--- config.mk ---
export PLATFORM = sky130hd
export DESIGN_NAME = radix4_booth_ctrl
export DESIGN_NICKNAME = d
export VERILOG_FILES = /design/src/rtl/radix4_pkg.sv /design/src/rtl/radix4_booth_ctrl_booth_recode.sv /design/src/rtl/radix4_booth_ctrl.sv
export SDC_FILE = /design/constraint.sdc
export NUM_CORES = 1
export LEC_CHECK = 0
export BUFFER_PORTS_ARGS = -buffer_cell sky130_fd_sc_hd__buf_2
export CORE_AREA = 2 2 39 41
export DETAILED_ROUTE_END_ITERATION = 10
export DIE_AREA = 0 0 41 43
export GPL_TIMING_DRIVEN = 0
export PLACE_DENSITY = 0.67
export SLEW_MARGIN = 5
export SYNTH_ARGS = -nofsm -noshare
export SYNTH_HDL_FRONTEND = slang
export SYNTH_SLANG_ARGS = --single-unit
--- constraint.sdc ---
create_clock -name clk -period 1.1 [get_ports clk]
set_clock_uncertainty 0.05 [all_clocks]
set_input_delay 0.11 -clock clk [delete_from_list [all_inputs] [get_ports clk]]
set_output_delay 0.11 -clock clk [all_outputs]
set_load 0.03 [all_outputs]
--- src/rtl/radix4_pkg.sv ---
// Shared definitions for the radix-4 Booth multiplier control slice.
//   state_t     : sequencer state encoding (3-bit)
//   booth_ctl_t : decoded Booth digit controls {add_en, sub, dbl}
//   CNT_W       : width of the iteration down-counter
package radix4_pkg;

  localparam int CNT_W = 3;

  typedef enum logic [2:0] {
    ST_IDLE  = 3'd0,
    ST_LOAD  = 3'd1,
    ST_EVAL  = 3'd2,
    ST_SHIFT = 3'd3,
    ST_DONE  = 3'd4
  } state_t;

  typedef struct packed {
    logic add_en;  // digit is nonzero
    logic sub;     // digit is negative
    logic dbl;     // |digit| == 2, select 2M
  } booth_ctl_t;

endpackage

--- src/rtl/radix4_booth_ctrl_booth_recode.sv ---
// Radix-4 Booth recoder, purely combinational.
//   q_bits : Booth window {Q[1], Q[0], Q[-1]}
//   ctl    : {add_en, sub, dbl} for the selected digit
module booth_recode
  import radix4_pkg::*;
(
  input  logic [2:0] q_bits,
  output booth_ctl_t ctl
);

  // Map the 3-bit window onto digit in {-2,-1,0,+1,+2}.
  always_comb begin
    ctl = '{add_en: 1'b0, sub: 1'b0, dbl: 1'b0};
    case (q_bits)
      3'b000:  ctl = '{add_en: 1'b0, sub: 1'b0, dbl: 1'b0};  //  0
      3'b001:  ctl = '{add_en: 1'b1, sub: 1'b0, dbl: 1'b0};  // +1
      3'b010:  ctl = '{add_en: 1'b1, sub: 1'b0, dbl: 1'b0};  // +1
      3'b011:  ctl = '{add_en: 1'b1, sub: 1'b0, dbl: 1'b1};  // +2
      3'b100:  ctl = '{add_en: 1'b1, sub: 1'b1, dbl: 1'b1};  // -2
      3'b101:  ctl = '{add_en: 1'b1, sub: 1'b1, dbl: 1'b0};  // -1
      3'b110:  ctl = '{add_en: 1'b1, sub: 1'b1, dbl: 1'b0};  // -1
      3'b111:  ctl = '{add_en: 1'b0, sub: 1'b0, dbl: 1'b0};  //  0
      default: ctl = '{add_en: 1'b0, sub: 1'b0, dbl: 1'b0};
    endcase
  end

endmodule

--- src/rtl/radix4_booth_ctrl.sv ---
// Sequencer for the radix-4 Booth multiplier datapath.
// Issues a load pulse, then WIDTH/2 evaluate/shift pairs, then a done pulse.
//   clk, rst_n : clock, asynchronous active-low reset
//   start      : operation request, only honoured in IDLE
//   abort      : synchronous cancel back to IDLE (no done)
//   q_bits     : Booth window from the datapath multiplier register
//   busy/load/eval/shift/done : state-decoded strobes (flop outputs)
//   add_en/sub/dbl : Booth controls, valid only while eval is high
//   cnt        : remaining iterations
module radix4_booth_ctrl
  import radix4_pkg::*;
#(
  parameter int WIDTH = 8
) (
  input  logic             clk,
  input  logic             rst_n,
  input  logic             start,
  input  logic             abort,
  input  logic [2:0]       q_bits,
  output logic             busy,
  output logic             load,
  output logic             eval,
  output logic             add_en,
  output logic             sub,
  output logic             dbl,
  output logic             shift,
  output logic             done,
  output logic [CNT_W-1:0] cnt
);

  localparam logic [CNT_W-1:0] ITER    = CNT_W'(WIDTH / 2);
  localparam logic [CNT_W-1:0] CNT_ONE = CNT_W'(1);

  state_t           state_r, state_nxt_s;
  logic [CNT_W-1:0] cnt_r, cnt_nxt_s;
  logic             busy_r, load_r, eval_r, shift_r, done_r;
  logic             cnt_zero_s, cnt_last_s;
  booth_ctl_t       ctl_s;

  assign cnt_zero_s = ~|cnt_r;
  assign cnt_last_s = (cnt_r == CNT_ONE);

  booth_recode u_recode (
    .q_bits (q_bits),
    .ctl    (ctl_s)
  );

  // Next-state and next-count logic; abort overrides everything.
  always_comb begin
    state_nxt_s = state_r;
    cnt_nxt_s   = cnt_r;
    if (abort) begin
      state_nxt_s = ST_IDLE;
      cnt_nxt_s   = {CNT_W{1'b0}};
    end else begin
      case (state_r)
        ST_IDLE: begin
          if (start) state_nxt_s = ST_LOAD;
          else       state_nxt_s = ST_IDLE;
        end
        ST_LOAD: begin
          cnt_nxt_s   = ITER;
          state_nxt_s = ST_EVAL;
        end
        ST_EVAL: begin
          state_nxt_s = ST_SHIFT;
        end
        ST_SHIFT: begin
          // Saturate at zero so a corrupted count can never wrap.
          if (!cnt_zero_s) cnt_nxt_s = cnt_r - CNT_ONE;
          else             cnt_nxt_s = {CNT_W{1'b0}};
          if (cnt_last_s || cnt_zero_s) state_nxt_s = ST_DONE;
          else                          state_nxt_s = ST_EVAL;
        end
        ST_DONE: begin
          state_nxt_s = ST_IDLE;
        end
        default: begin
          state_nxt_s = ST_IDLE;
          cnt_nxt_s   = {CNT_W{1'b0}};
        end
      endcase
    end
  end

  // State, counter and state-decoded strobes; strobes are decoded from the
  // next state so they leave the block straight from flops.
  always_ff @(posedge clk or negedge rst_n) begin
    if (!rst_n) begin
      state_r <= ST_IDLE;
      cnt_r   <= {CNT_W{1'b0}};
      busy_r  <= 1'b0;
      load_r  <= 1'b0;
      eval_r  <= 1'b0;
      shift_r <= 1'b0;
      done_r  <= 1'b0;
    end else begin
      state_r <= state_nxt_s;
      cnt_r   <= cnt_nxt_s;
      busy_r  <= (state_nxt_s != ST_IDLE);
      load_r  <= (state_nxt_s == ST_LOAD);
      eval_r  <= (state_nxt_s == ST_EVAL);
      shift_r <= (state_nxt_s == ST_SHIFT);
      done_r  <= (state_nxt_s == ST_DONE);
    end
  end

  assign busy  = busy_r;
  assign load  = load_r;
  assign eval  = eval_r;
  assign shift = shift_r;
  assign done  = done_r;
  assign cnt   = cnt_r;

  // Gating with eval_r keeps an unknown q_bits outside EVAL off the outputs.
  assign add_en = eval_r & ctl_s.add_en;
  assign sub    = eval_r & ctl_s.sub;
  assign dbl    = eval_r & ctl_s.dbl;

endmodule

Yosys cells after proc, flatten, opt, wreduce, memory -nomap -nowiden
Memory sizes are Yosys's and may differ from the RTL's.
Index checks and enable logic that the tools add are counted.
- ROM bits: 24
- memories kept: 1
- input bits: 7
- register bits: 11
- latch bits: 0
- bits in writable memories: 0
- output and inout bits: 11
- memory list (memory ; words ; bits a word ; read ports ; clocked after Yosys merged registers in ; write ports ; RTL line ; source):
    (name not given) ; 8 ; 3 ; 1 ; 0 ; 0 ; radix4_booth_ctrl_booth_recode.sv:14 ; case (q_bits)
- add/sub/neg operators: 1
- shift operators: 0
- reduce and logical (&&, ||, !) cells: 6
- multiplexer cells: 7
- divide/modulo/power cells: 0
- order comparisons: 0
- multiply operators: 0
- bitwise operators: 3
- equal/unequal tests: 10
- operators by type and width (cell ; number):
    $eq A3 B2 Y1 const B ; 4
    $mux W3 ; 4
    $pmux W3 S4 ; 1
    $eq A3 B1 Y1 const B ; 3
    $pmux W3 S3 ; 1
    $eq A3 B3 Y1 const B ; 2
    $reduce_or A3 Y1 ; 2
    $and A1 B1 Y1 ; 3
    $logic_not A3 Y1 ; 1
    $reduce_bool A3 Y1 ; 1
    $sub A3 B1 Y3 const B ; 1
    $ne A2 B1 Y1 const B ; 1
    $logic_not A1 Y1 ; 1
    $logic_or A1 B1 Y1 ; 1
    $mux W1 ; 1

Depth between registers and ports, before layout
Gate-level depths: netlist (run 1).
- depth after elaboration: 7
- depth in mapped cells: 4

By module
From an unflattened synthesis (run 1), not the netlist that was laid out.
- cells, all modules: 52
- area, all modules: 525.5 um2
- by module, submodules not included (module ; times used ; seq. area each (um2) ; area each (um2) ; cells an instance):
    radix4_booth_ctrl ; 1 ; 275.3 ; 484.2 ; 45
    booth_recode ; 1 ; 0.0 ; 41.3 ; 7

Least setup slack after synthesis (run 1)
Ideal clock, no wire load.
- path type: register to register
- start: register cnt_r[1] (netlist: cnt[1])
- end: register cnt_r[2] (netlist: cnt[2])
- data arrival time: 1065 ps
- period minus slack after synthesis: 1192 ps
- required time: 973 ps
- stages on the path, launching flop included: 4
- path slack: -92 ps
- setup time: 77 ps
- path through: dfrtp_1 nor2_1 a211o_1 a21oi_1
- longest elaborated chain between the ends: 4
- elaborated cells between the ends (all ways): 5
- those cells by class: add/sub (1); mux (3); reduce/logical (1)
- RTL lines (item ; RTL line ; source):
    from (decl) ; radix4_booth_ctrl.sv:35 ; logic [CNT_W-1:0] cnt_r, cnt_nxt_s;
    from (signal assigned) ; radix4_booth_ctrl.sv:91 ; cnt_r <= {CNT_W{1'b0}};
    from (signal assigned) ; radix4_booth_ctrl.sv:99 ; cnt_r <= cnt_nxt_s;
    $sub A3 B1 Y3 or $reduce_or A3 Y1 (tied branches) ; radix4_booth_ctrl.sv:70, radix4_booth_ctrl.sv:40 ;
    $mux W3 * ; radix4_booth_ctrl.sv:70 ; if (!cnt_zero_s) cnt_nxt_s = cnt_r - CNT_ONE;
    $pmux W3 S3 * ; radix4_booth_ctrl.sv:56 ; case (state_r)
    $mux W3 * ; radix4_booth_ctrl.sv:52 ; if (abort) begin
Mark *: on every way between the ends. The rest lies on a longest branch, timed or not.
A chain may end at the register's enable or synchronous reset.

Worst setup path after layout (run 1)
- start: register eval_r (netlist: eval)
- end: output sub
- longest elaborated chain between the ends: 1
- RTL lines (item ; RTL line ; source):
    from (decl) ; radix4_booth_ctrl.sv:36 ; logic busy_r, load_r, eval_r, shift_r, done_r;
    from (signal assigned) ; radix4_booth_ctrl.sv:102 ; eval_r <= (state_nxt_s == ST_EVAL);
    $and A1 B1 Y1 ; radix4_booth_ctrl.sv:117 ; assign sub = eval_r & ctl_s.sub;
    to (decl) ; radix4_booth_ctrl.sv:24 ; output logic sub,
Every way passes these cells.

==> impl_results.md, run 1 <==
* Status: complete, but fails checks
* Violated checks: negative setup slack
* Layout Nets at 84
* Number of global-route vias before repair at 377
* Latest clock arrival within the worst-skew pair at 270 ps
* Initial antenna violation count at 0
* DR vias/cell at 5.11
* DR vias at 470
* CP max stage delay at 400 ps
* Worst hold path depth at 2
* Worst hold path startpoint: start
* Global Route Usage Sum at 0.132
* Mapped Area at 514 um^2
* Die H at 43 um
* Worst hold-check path type: in2reg
* Router iterations before antenna repair at 3
* Distinct cells, synth at 26
* Cell area power density at 1260 nW/um^2
* R2r endpoint: cnt[1]
* ANT cells at 0
* Clock tree sinks at 11
* FF+latch area at 280 um^2
* Slew Limit Fails at 0
* CTS max path bufs at 2
* Rel. slew slack at 0.834
* Post-synthesis compound-gate area fraction at 0.161
* Iter 0 DRT Violations at 5
* TritonCTS clock tree: built
* DRC at 0
* Share of layout cells above drive strength 1 at 0.447
* P_leak at 0.358 nW
* RSZ-0062 raised after global routing: yes
* Multi-input logic area at 253 um^2
* Clock Pin Slew Worst Setup and Hold Paths at 70 ps
* Post-synth EDFFs at 0
* Post-Route WL at 1.03 mm
* DIE WIDTH at 41 um
* Worst EP required at 940 ps
* Routability cong. at 0.773
* # fillers at 122
* Largest net degree at the start of global routing at 12
* Cells on worst reg2reg path at 3
* Worst EP arrival at 960 ps
* Synth cell count leaders: dfrtp_1 (11), nor2_1 (6), nand2_1 (5)
* Final core occ at 0.541
* Part of the Yosys area used for sequential elements at 0.535
* Num rows at 14
* Hold Path Sink: busy
* Least-Margin Pin Slew at 249 ps
* Internal reg-to-reg setup slack at 0 ps
* Initial core utilization at 0.372
* Critical path fanouts, max at 4
* Largest family of logic cells by synthesized area: simple AND/OR/NAND/NOR gates
* Tmin final at 1120 ps
* Crit path launch type: flop
* XOR/XNOR Fraction of Synth Area at 0
* Synth Instances at 50
* Seq cells post-synth at 11
* HPWL after DPL at 673 um
* Core ar. at 1380 um^2
* CP endpoint kind: primary output
* Root buffer cell: clkbuf_4
* Area delta synth->final at 45.5%
* Post-synthesis mux area share at 0
* Max Cap Viol at 0
* Yosys top cell by area: dfrtp_1
* H-tree levels at 1
* PortBufs at 17
* Worst setup path class: reg2out
* WL/cell at 11.2 um
* Count leader, synth: dfrtp_1
* RR Startpoint: state_r[2]
* Worst setup margin at -17.0 ps
* Largest cells by area after synthesis: dfrtp_1 (54%), nor2_1 (4.4%), and3_1 (3.6%), nand2_1 (3.6%), nand4bb_2 (3.2%)
* Final Hold Fails at 0
* Syn nets at 57
* Total die area at 1760 um^2
* Post-synthesis adder-cell area fraction at 0
* Post-synthesis simple-gate area fraction at 0.260
* Fmax at 0.895 GHz
* Top-level I/O count at 18
* Avg Inst Size Synth at 10.3 um^2
* Ys flop type: dfrtp_1
* Synth warn at 0
* Gr ovfl total at 0
* CP max stage cell: dfrtp_1
* # setup viols final at 2
* First-pass GRT wire length at 1.50 mm
* Antenna Nets Post-Route at 0
* Synth async-reset ratio at 1.00
* TritonCTS Buffers at 3
* Final Total Pwr at 0.000940 W
* CP cell instances: and3_1 -> buf_6
* Final worst-path cycle share at 1.02
* Synth top area share at 0.535
* Maximum vdd ir drop at 0.000650 V
## stage by stage
| step | hold slack (ps) | instances | instance area [um^2] | TNS, ps | worst slack, ps |
|---|---|---|---|---|---|
| 3_3_place_gp | -62.6 | 83 | 623 | -50.9 | -33.6 |
| 5_1_grt | 30.6 | 92 | 748 | -241 | -62.4 |
| 2_1_floorplan | -236 | 50 | 518 | 0 | 20.4 |
| 6_report | 28.1 | 92 | 748 | -33.6 | -17.0 |
| 3_5_place_dp | -60.7 | 83 | 623 | -105 | -65.6 |
| 4_1_cts | 21.7 | 90 | 711 | -55.1 | -29.0 |
## state kept, by name (all words and copies together) (netlist names)
register	count
done	1
eval	1
busy	1
cnt	3
shift	1
load	1
state_r	3
## cell usage in the layout (no fill, tap or decap), types with 2 or more instances in the layout
cell type,instances
o21ai_1,2
buf_6,4
nand2_1,5
and3_1,3
dfrtp_2,4
nor2_1,6
buf_4,6
a21oi_1,2
clkbuf_4,3
nor3_1,2
dfrtp_1,7
buf_2,13
## report_power, final
group	switching, W	internal (W)	total [W]
clock network	0.000137	0.000140	0.000278
logic	0.000124	0.0000917	0.000216
registers	0.0000179	0.000429	0.000447
total	0.000279	0.000661	0.000940
## critical path, delay by kind of cell (launching register included)
kind	cells	cell delay, ps
simple gates	1	160
flops	1	400
buf+inv	1	130
## how the worst max path moves through the flow
stage	startpoint	endpoint	slack [ps]	depth (start not counted)
2_1_floorplan	cnt[1]	cnt[2]	20	3
3_3_place_gp	state_r[0]	cnt[1]	-30	4
3_5_place_dp	state_r[0]	cnt[1]	-70	4
4_1_cts	eval	sub	-30	2
5_1_grt	eval	sub	-60	2
6_report	eval	sub	-20	2
## timing repair
action | 4_1_cts | 5_1_grt
endpoints found under the hold margin | 11 | 0
pin swaps | 2 | 2
resized for setup | 9 | 5
hold buffers | 1 | 0
cloned | 0 | 0
setup endpoints to repair | 6 | 6
setup buffers | 2 | 2
## logic make-up (layout without fill, tap and decap cells)
family          after synthesis  after routing
compound gates               12             12
simple gates                 24             24
buf+inv                       3             29
flops                        11             11
## area by class of cell
class | instances | area share
Sequential cell | 11 | 0.375
Multi-Input combinational cell | 36 | 0.338
Timing Repair Buffer | 22 | 0.196
Clock buffer | 4 | 0.0351
Tap cell | 16 | 0.0268
Buffer | 2 | 0.0251
Inverter | 1 | 0.00502
## routing by layer
metal	track usage	wire length [um]	vias up
li1	-	-	231
met1	0.148	457	223
met2	0.194	497	12
met3	0.0314	42	4
met4	0.120	34	0
met5	0	0	-
(Power assumes the default switching activity.)
==> run 2: changes to the inputs <==
PLACE_DENSITY = unset   (was 0.67)
clock period = 1.05 ns   (was 1.1 ns; I/O delays follow)
==> run 2 against run 1 <==
The run still ends with negative setup slack left. Cell area up 7.0%. Utilization rose by 3.8 points. Combinational power grew 15%. Critical path type is now reg2reg. Non-clock buffer count grew 1. Power is 6.8% higher. Hold slack better by 21 ps. Highest routed layer is now met3. Clock-buffer cell count unchanged. Routed wire length increased by 11%.
==> impl_results.md, run 2 (synthesis gave the netlist of run 1 again) <==
* Tmin final at 1120 ps
* Crit path to: cnt[2]
* CTS max path bufs at 2 (unchanged)
* Core ar. at 1380 um^2 (unchanged)
* Cells on worst reg2reg path at 3 (unchanged)
* Gr ovfl total at 0 (unchanged)
* Setup crit start: state_r[2]
* Setup TNS at -312 ps (-278 ps)
* Top-level I/O count at 18 (unchanged)
* Clock Pin Slew Worst Setup and Hold Paths at 70 ps (about the same)
* Worst EP required at 1190 ps (+250 ps)
* DRC at 0 (unchanged)
* Antenna Nets Post-Route at 0 (unchanged)
* DIE WIDTH at 41 um (unchanged)
* Number of global-route vias before repair at 420 (+11%)
* Share of layout cells above drive strength 1 at 0.532 (+0.0851)
* TritonCTS Buffers at 3 (unchanged)
* Worst setup path class: reg2reg
* Violated checks: negative setup slack
* Initial core utilization at 0.372 (unchanged)
* Rel. slew slack at 0.838 (+0.00416)
* Iter 0 DRT Violations at 1 (-4)
* Final Hold Fails at 0 (unchanged)
* Cell area power density at 1250 nW/um^2 (-0.25%)
* Router iterations before antenna repair at 4 (+1)
* Fmax at 0.891 GHz
* Worst hold-check path type: in2reg
* Final worst-path cycle share at 1.07
* Layout Nets at 85 (+1.2%)
* Worst EP arrival at 1260 ps (+300 ps)
* RSZ-0062 raised after global routing: yes
* CP max stage cell: dfrtp_2
* CP max stage delay at 480 ps (+80 ps)
* Total die area at 1760 um^2 (unchanged)
* Num rows at 14 (unchanged)
* Final Total Pwr at 0.00100 W (+6.8%)
* CP endpoint kind: flop
* Most frequent cells in the layout: buf_2 (11), buf_6 (8), dfrtp_1 (7), buf_4 (5), nand2_1 (5)
* RR Startpoint: state_r[2]
* Max Cap Viol at 0 (unchanged)
* WL/cell at 12.3 um (+10%)
* ANT cells at 0 (unchanged)
* CP cell instances: or2b_1 -> a21o_1 -> a21oi_2
* Critical path fanouts, max at 7 (+3)
* Crit path launch type: flop
* First-pass GRT wire length at 1.63 mm (+8.2%)
* Die H at 43 um (unchanged)
* Worst setup margin at -72.1 ps (-55.2 ps)
* HPWL after DPL at 703 um (+4.4%)
* DR vias at 493 (+4.9%)
* # fillers at 121 (-0.82%)
* TritonCTS clock tree: built
* Global Route Usage Sum at 0.136 (+0.00396)
* Internal reg-to-reg setup slack at -70 ps (-70 ps)
* # setup viols final at 6 (+4)
* H-tree levels at 1 (unchanged)
* Clock tree sinks at 11 (unchanged)
* Initial antenna violation count at 0 (unchanged)
* Maximum vdd ir drop at 0.000688 V (+5.8%)
* Post-Route WL at 1.15 mm (+11%)
* Root buffer cell: clkbuf_4
* Least-Margin Pin Slew at 241 ps (-7.13 ps)
* Status: complete, but fails checks
* R2r endpoint: cnt[2]
* PortBufs at 17 (unchanged)
* Latest clock arrival within the worst-skew pair at 260 ps (about the same)
* Area delta synth->final at 55.7%
* Most common cell after layout, fill and taps aside: buf_2
* Routability cong. at 0.782 (+1.1%)
* DR vias/cell at 5.30 (+3.8%)
* Slew Limit Fails at 0 (unchanged)
* P_leak at 0.373 nW (+4.2%)
* Largest net degree at the start of global routing at 12 (unchanged)
## run 2: changes by cell type in the layout (fill, tap and decap cells not counted), sizes merged
| cell | previous run | this run |
|---|---|---|
| buf | 23 | 24 |
## run 2: cell type report
cell class / count / area, um^2 / area share
buffer: 2 / 18.8 / 0.0234
clock buffer: 4 / 26.3 / 0.0328
inverter: 1 / 3.75 / 0.00469
multi-input combinational: 36 / 278 / 0.347
sequential: 11 / 280 / 0.350
tap: 16 / 20.0 / 0.0250
timing repair buffer: 23 / 174 / 0.217
## run 2: how the worst min path moves through the flow
| stage | from | to | slack, ps | cells past startpoint |
|---|---|---|---|---|
| 2_1_floorplan | rst_n | busy | -240 | 0 |
| 3_3_place_gp | rst_n | busy | -60 | 1 |
| 3_5_place_dp | rst_n | busy | -70 | 1 |
| 4_1_cts | abort | cnt[2] | 20 | 2 |
| 5_1_grt | start | busy | 50 | 2 |
| 6_report | start | busy | 50 | 2 |
## run 2: metal layers
| layer | routed length, um | part of all wire | GRT usage | vias up |
|---|---|---|---|---|
| met3 | 51 | 0.045 | 0.0314 | 0 |
| met2 | 633 | 0.55 | 0.222 | 12 |
| met5 | 0 | 0 | 0 | - |
| met1 | 461 | 0.40 | 0.161 | 245 |
| li1 | - | - | - | 236 |
| met4 | 0 | 0 | 0.0600 | 0 |
## run 2: repair_timing
item,CTS,global route
gates cloned,0,0
hold endpoints to repair,11,0
setup buffers,3,2
pin swaps,2,3
endpoints found under the setup margin,12,14
resized for setup,11,14
hold buffers,1,0
## run 2: per-stage QoR
step / util / setup slack [ps] / hold WS [ps] / instance area, um^2 / cells
floorplan: - / 0.816 / -241 / 526 / 50
global placement: 0.456 / -89.7 / -64.2 / 631 / 83
detailed placement: 0.456 / -74.4 / -67.5 / 631 / 83
CTS: 0.527 / -69.1 / 18.7 / 729 / 91
global route: 0.579 / -111 / 54.0 / 801 / 93
finish: 0.579 / -72.1 / 49.3 / 801 / 93
## run 2: critical path: cells and delay by family, from the launching register on
kind               cells  cell delay (ps)
AOI/OAI and AO/OA      2              270
and+or+nand+nor        1              240
DFF                    1              480
## run 2: power by group
part	internal, W	leakage, nW	switching (W)
combinational	0.000110	0.216	0.000139
sequential	0.000449	0.142	0.0000227
clock	0.000147	0.0150	0.000135
total	0.000706	0.373	0.000298
==> run 3: changes to the inputs <==
BUFFER_PORTS_ARGS = -buffer_cell sky130_fd_sc_hd__clkbuf_2   (was -buffer_cell sky130_fd_sc_hd__buf_2)
==> run 3 against run 2 <==
The flow still finishes with violations (negative setup slack). Non-clock buffer count grew 3. Power increased by 4.4%. Cell count increased by 3.2%. Clock-buffer cell count did not move. Maximum frequency down 0.95%. Setup slack worse by 11 ps. Utilization grew 5.5 points. Sequential share of layout area is 3.0 points lower. Critical path type is now reg2out.
==> impl_results.md, run 3 (synthesis gave the netlist of run 1 again) <==
* Status: complete, but fails checks
* Violated checks: negative setup slack
* Top-level I/O count at 18 (unchanged)
* CP endpoint kind: primary output
* Routability cong. at 0.783 (+0.17%)
* Rel. slew slack at 0.823 (-0.0154)
* Latest clock arrival within the worst-skew pair at 260 ps (about the same)
* # setup viols final at 9 (+3)
* Global Route Usage Sum at 0.142 (+0.00600)
* Num rows at 14 (unchanged)
* Maximum vdd ir drop at 0.000724 V (+5.3%)
* Max Cap Viol at 0 (unchanged)
* P_leak at 0.396 nW (+6.0%)
* Iter 0 DRT Violations at 5 (+4)
* Area delta synth->final at 70.6%
* Tmin final at 1130 ps (+10.7 ps)
* Die H at 43 um (unchanged)
* RSZ-0062 raised after global routing: yes
* Gr ovfl total at 0 (unchanged)
* CP max stage delay at 410 ps (-70 ps)
* HPWL after DPL at 680 um (-3.3%)
* Fmax at 0.883 GHz (-0.95%)
* # fillers at 106 (-12%)
* DRC at 0 (unchanged)
* Critical path fanouts, max at 4 (-3)
* Most frequent cells in the layout: clkbuf_2 (10), buf_4 (8), dfrtp_1 (7), nand2_1 (5)
* PortBufs at 17 (unchanged)
* DIE WIDTH at 41 um (unchanged)
* DR vias at 511 (+3.7%)
* Root buffer cell: clkbuf_4
* DR vias/cell at 5.32 (+0.41%)
* ANT cells at 0 (unchanged)
* Core ar. at 1380 um^2 (unchanged)
* WP buf/inv at 1 (+1)
* Initial core utilization at 0.372 (unchanged)
* Worst setup path class: reg2out
* Least-Margin Pin Slew at 265 ps (+24.0 ps)
* Antenna Nets Post-Route at 0 (unchanged)
* Most common cell after layout, fill and taps aside: clkbuf_2
* Fin Hold WS at 28.6 ps (-20.6 ps)
* Post-Route WL at 1.23 mm (+7.4%)
* Largest net degree at the start of global routing at 12 (unchanged)
* Clock tree sinks at 11 (unchanged)
* Final core occ at 0.634 (+0.0552)
* Placed cell count at 83 (unchanged)
* Share of layout cells above drive strength 1 at 0.600 (+0.0675)
* Clock Pin Slew Worst Setup and Hold Paths at 70 ps (about the same)
* Initial antenna violation count at 0 (unchanged)
* Total die area at 1760 um^2 (unchanged)
* Count of non-filler cells in the finished layout at 96 (+3.2%)
* Crit path launch type: flop
* Top Family by Delay on Critical Path: flip-flops
* WL/cell at 12.8 um (+4.1%)
* Router iterations before antenna repair at 4 (unchanged)
* Worst EP arrival at 980 ps (-280 ps)
* Final Hold Fails at 0 (unchanged)
* Multi-input logic area at 308 um^2 (+11%)
* Cell area power density at 1190 nW/um^2 (-4.7%)
* Layout Nets at 88 (+3.5%)
* Worst EP required at 890 ps (-300 ps)
* Slew Limit Fails at 0 (unchanged)
* CP max stage cell: dfrtp_1
* Final worst-path cycle share at 1.08 (+0.0102)
* TritonCTS clock tree: built
* Number of global-route vias before repair at 439 (+4.5%)
* CTS max path bufs at 2 (unchanged)
* Setup TNS at -359 ps (-47.9 ps)
* H-tree levels at 1 (unchanged)
* Worst setup margin at -82.9 ps (-10.7 ps)
* First-pass GRT wire length at 1.67 mm (+2.5%)
* Worst hold-check path type: in2reg
* FF+latch area at 280 um^2 (unchanged)
* TritonCTS Buffers at 3 (unchanged)
* CP cell instances: and3_4 -> buf_8
[run 3: area by class of cell]
class,instances,area share
Multi-Input combinational cell,36,0.351
Sequential cell,11,0.320
Timing Repair Buffer,26,0.251
Clock buffer,4,0.0300
Tap cell,16,0.0228
Buffer,2,0.0214
Inverter,1,0.00428
[run 3: worst paths after layout]
check	start	to	slack, ps	cells past startpoint
min in group asynchronous	rst_n	busy	190	2
worst min register to register	cnt[1]	state_r[2]	490	1
worst max register to register	state_r[0]	cnt[2]	-50	4
worst min-delay path	start	busy	30	2
max in group asynchronous	rst_n	state_r[2]	530	2
worst max-delay path	eval	add_en	-80	2
[run 3: what timing repair did]
| action | CTS | global route |
|---|---|---|
| hold endpoints to repair | 11 | 0 |
| setup endpoints to repair | 12 | 15 |
| hold buffers | 1 | 0 |
| gates resized for setup | 14 | 21 |
| buffers inserted | 6 | 2 |
| pin swaps | 4 | 4 |
| gates cloned | 0 | 0 |
[run 3: where the power goes]
part	switching [W]	internal, W	total (W)
combinational	0.000164	0.000137	0.000301
clock	0.000134	0.000147	0.000281
sequential	0.0000160	0.000449	0.000465
total	0.000314	0.000733	0.00105
[run 3: layer usage]
metal | routed length (um) | vias to the layer above | global-route usage
met1 | 444 | 248 | 0.157
met3 | 82 | 0 | 0.0314
met5 | 0 | - | 0
met2 | 703 | 19 | 0.234
li1 | - | 244 | -
met4 | 0 | 0 | 0.0800
[run 3: metrics by stage]
stage	area (um^2)	worst slack (ps)	total power (W)
3_5_place_dp	631	-79.6	0.000666
6_report	877	-82.9	0.00105
5_1_grt	877	-134	0.00112
2_1_floorplan	526	0.816	0.000604
3_3_place_gp	631	-90.7	0.000665
4_1_cts	776	-88.5	0.00101
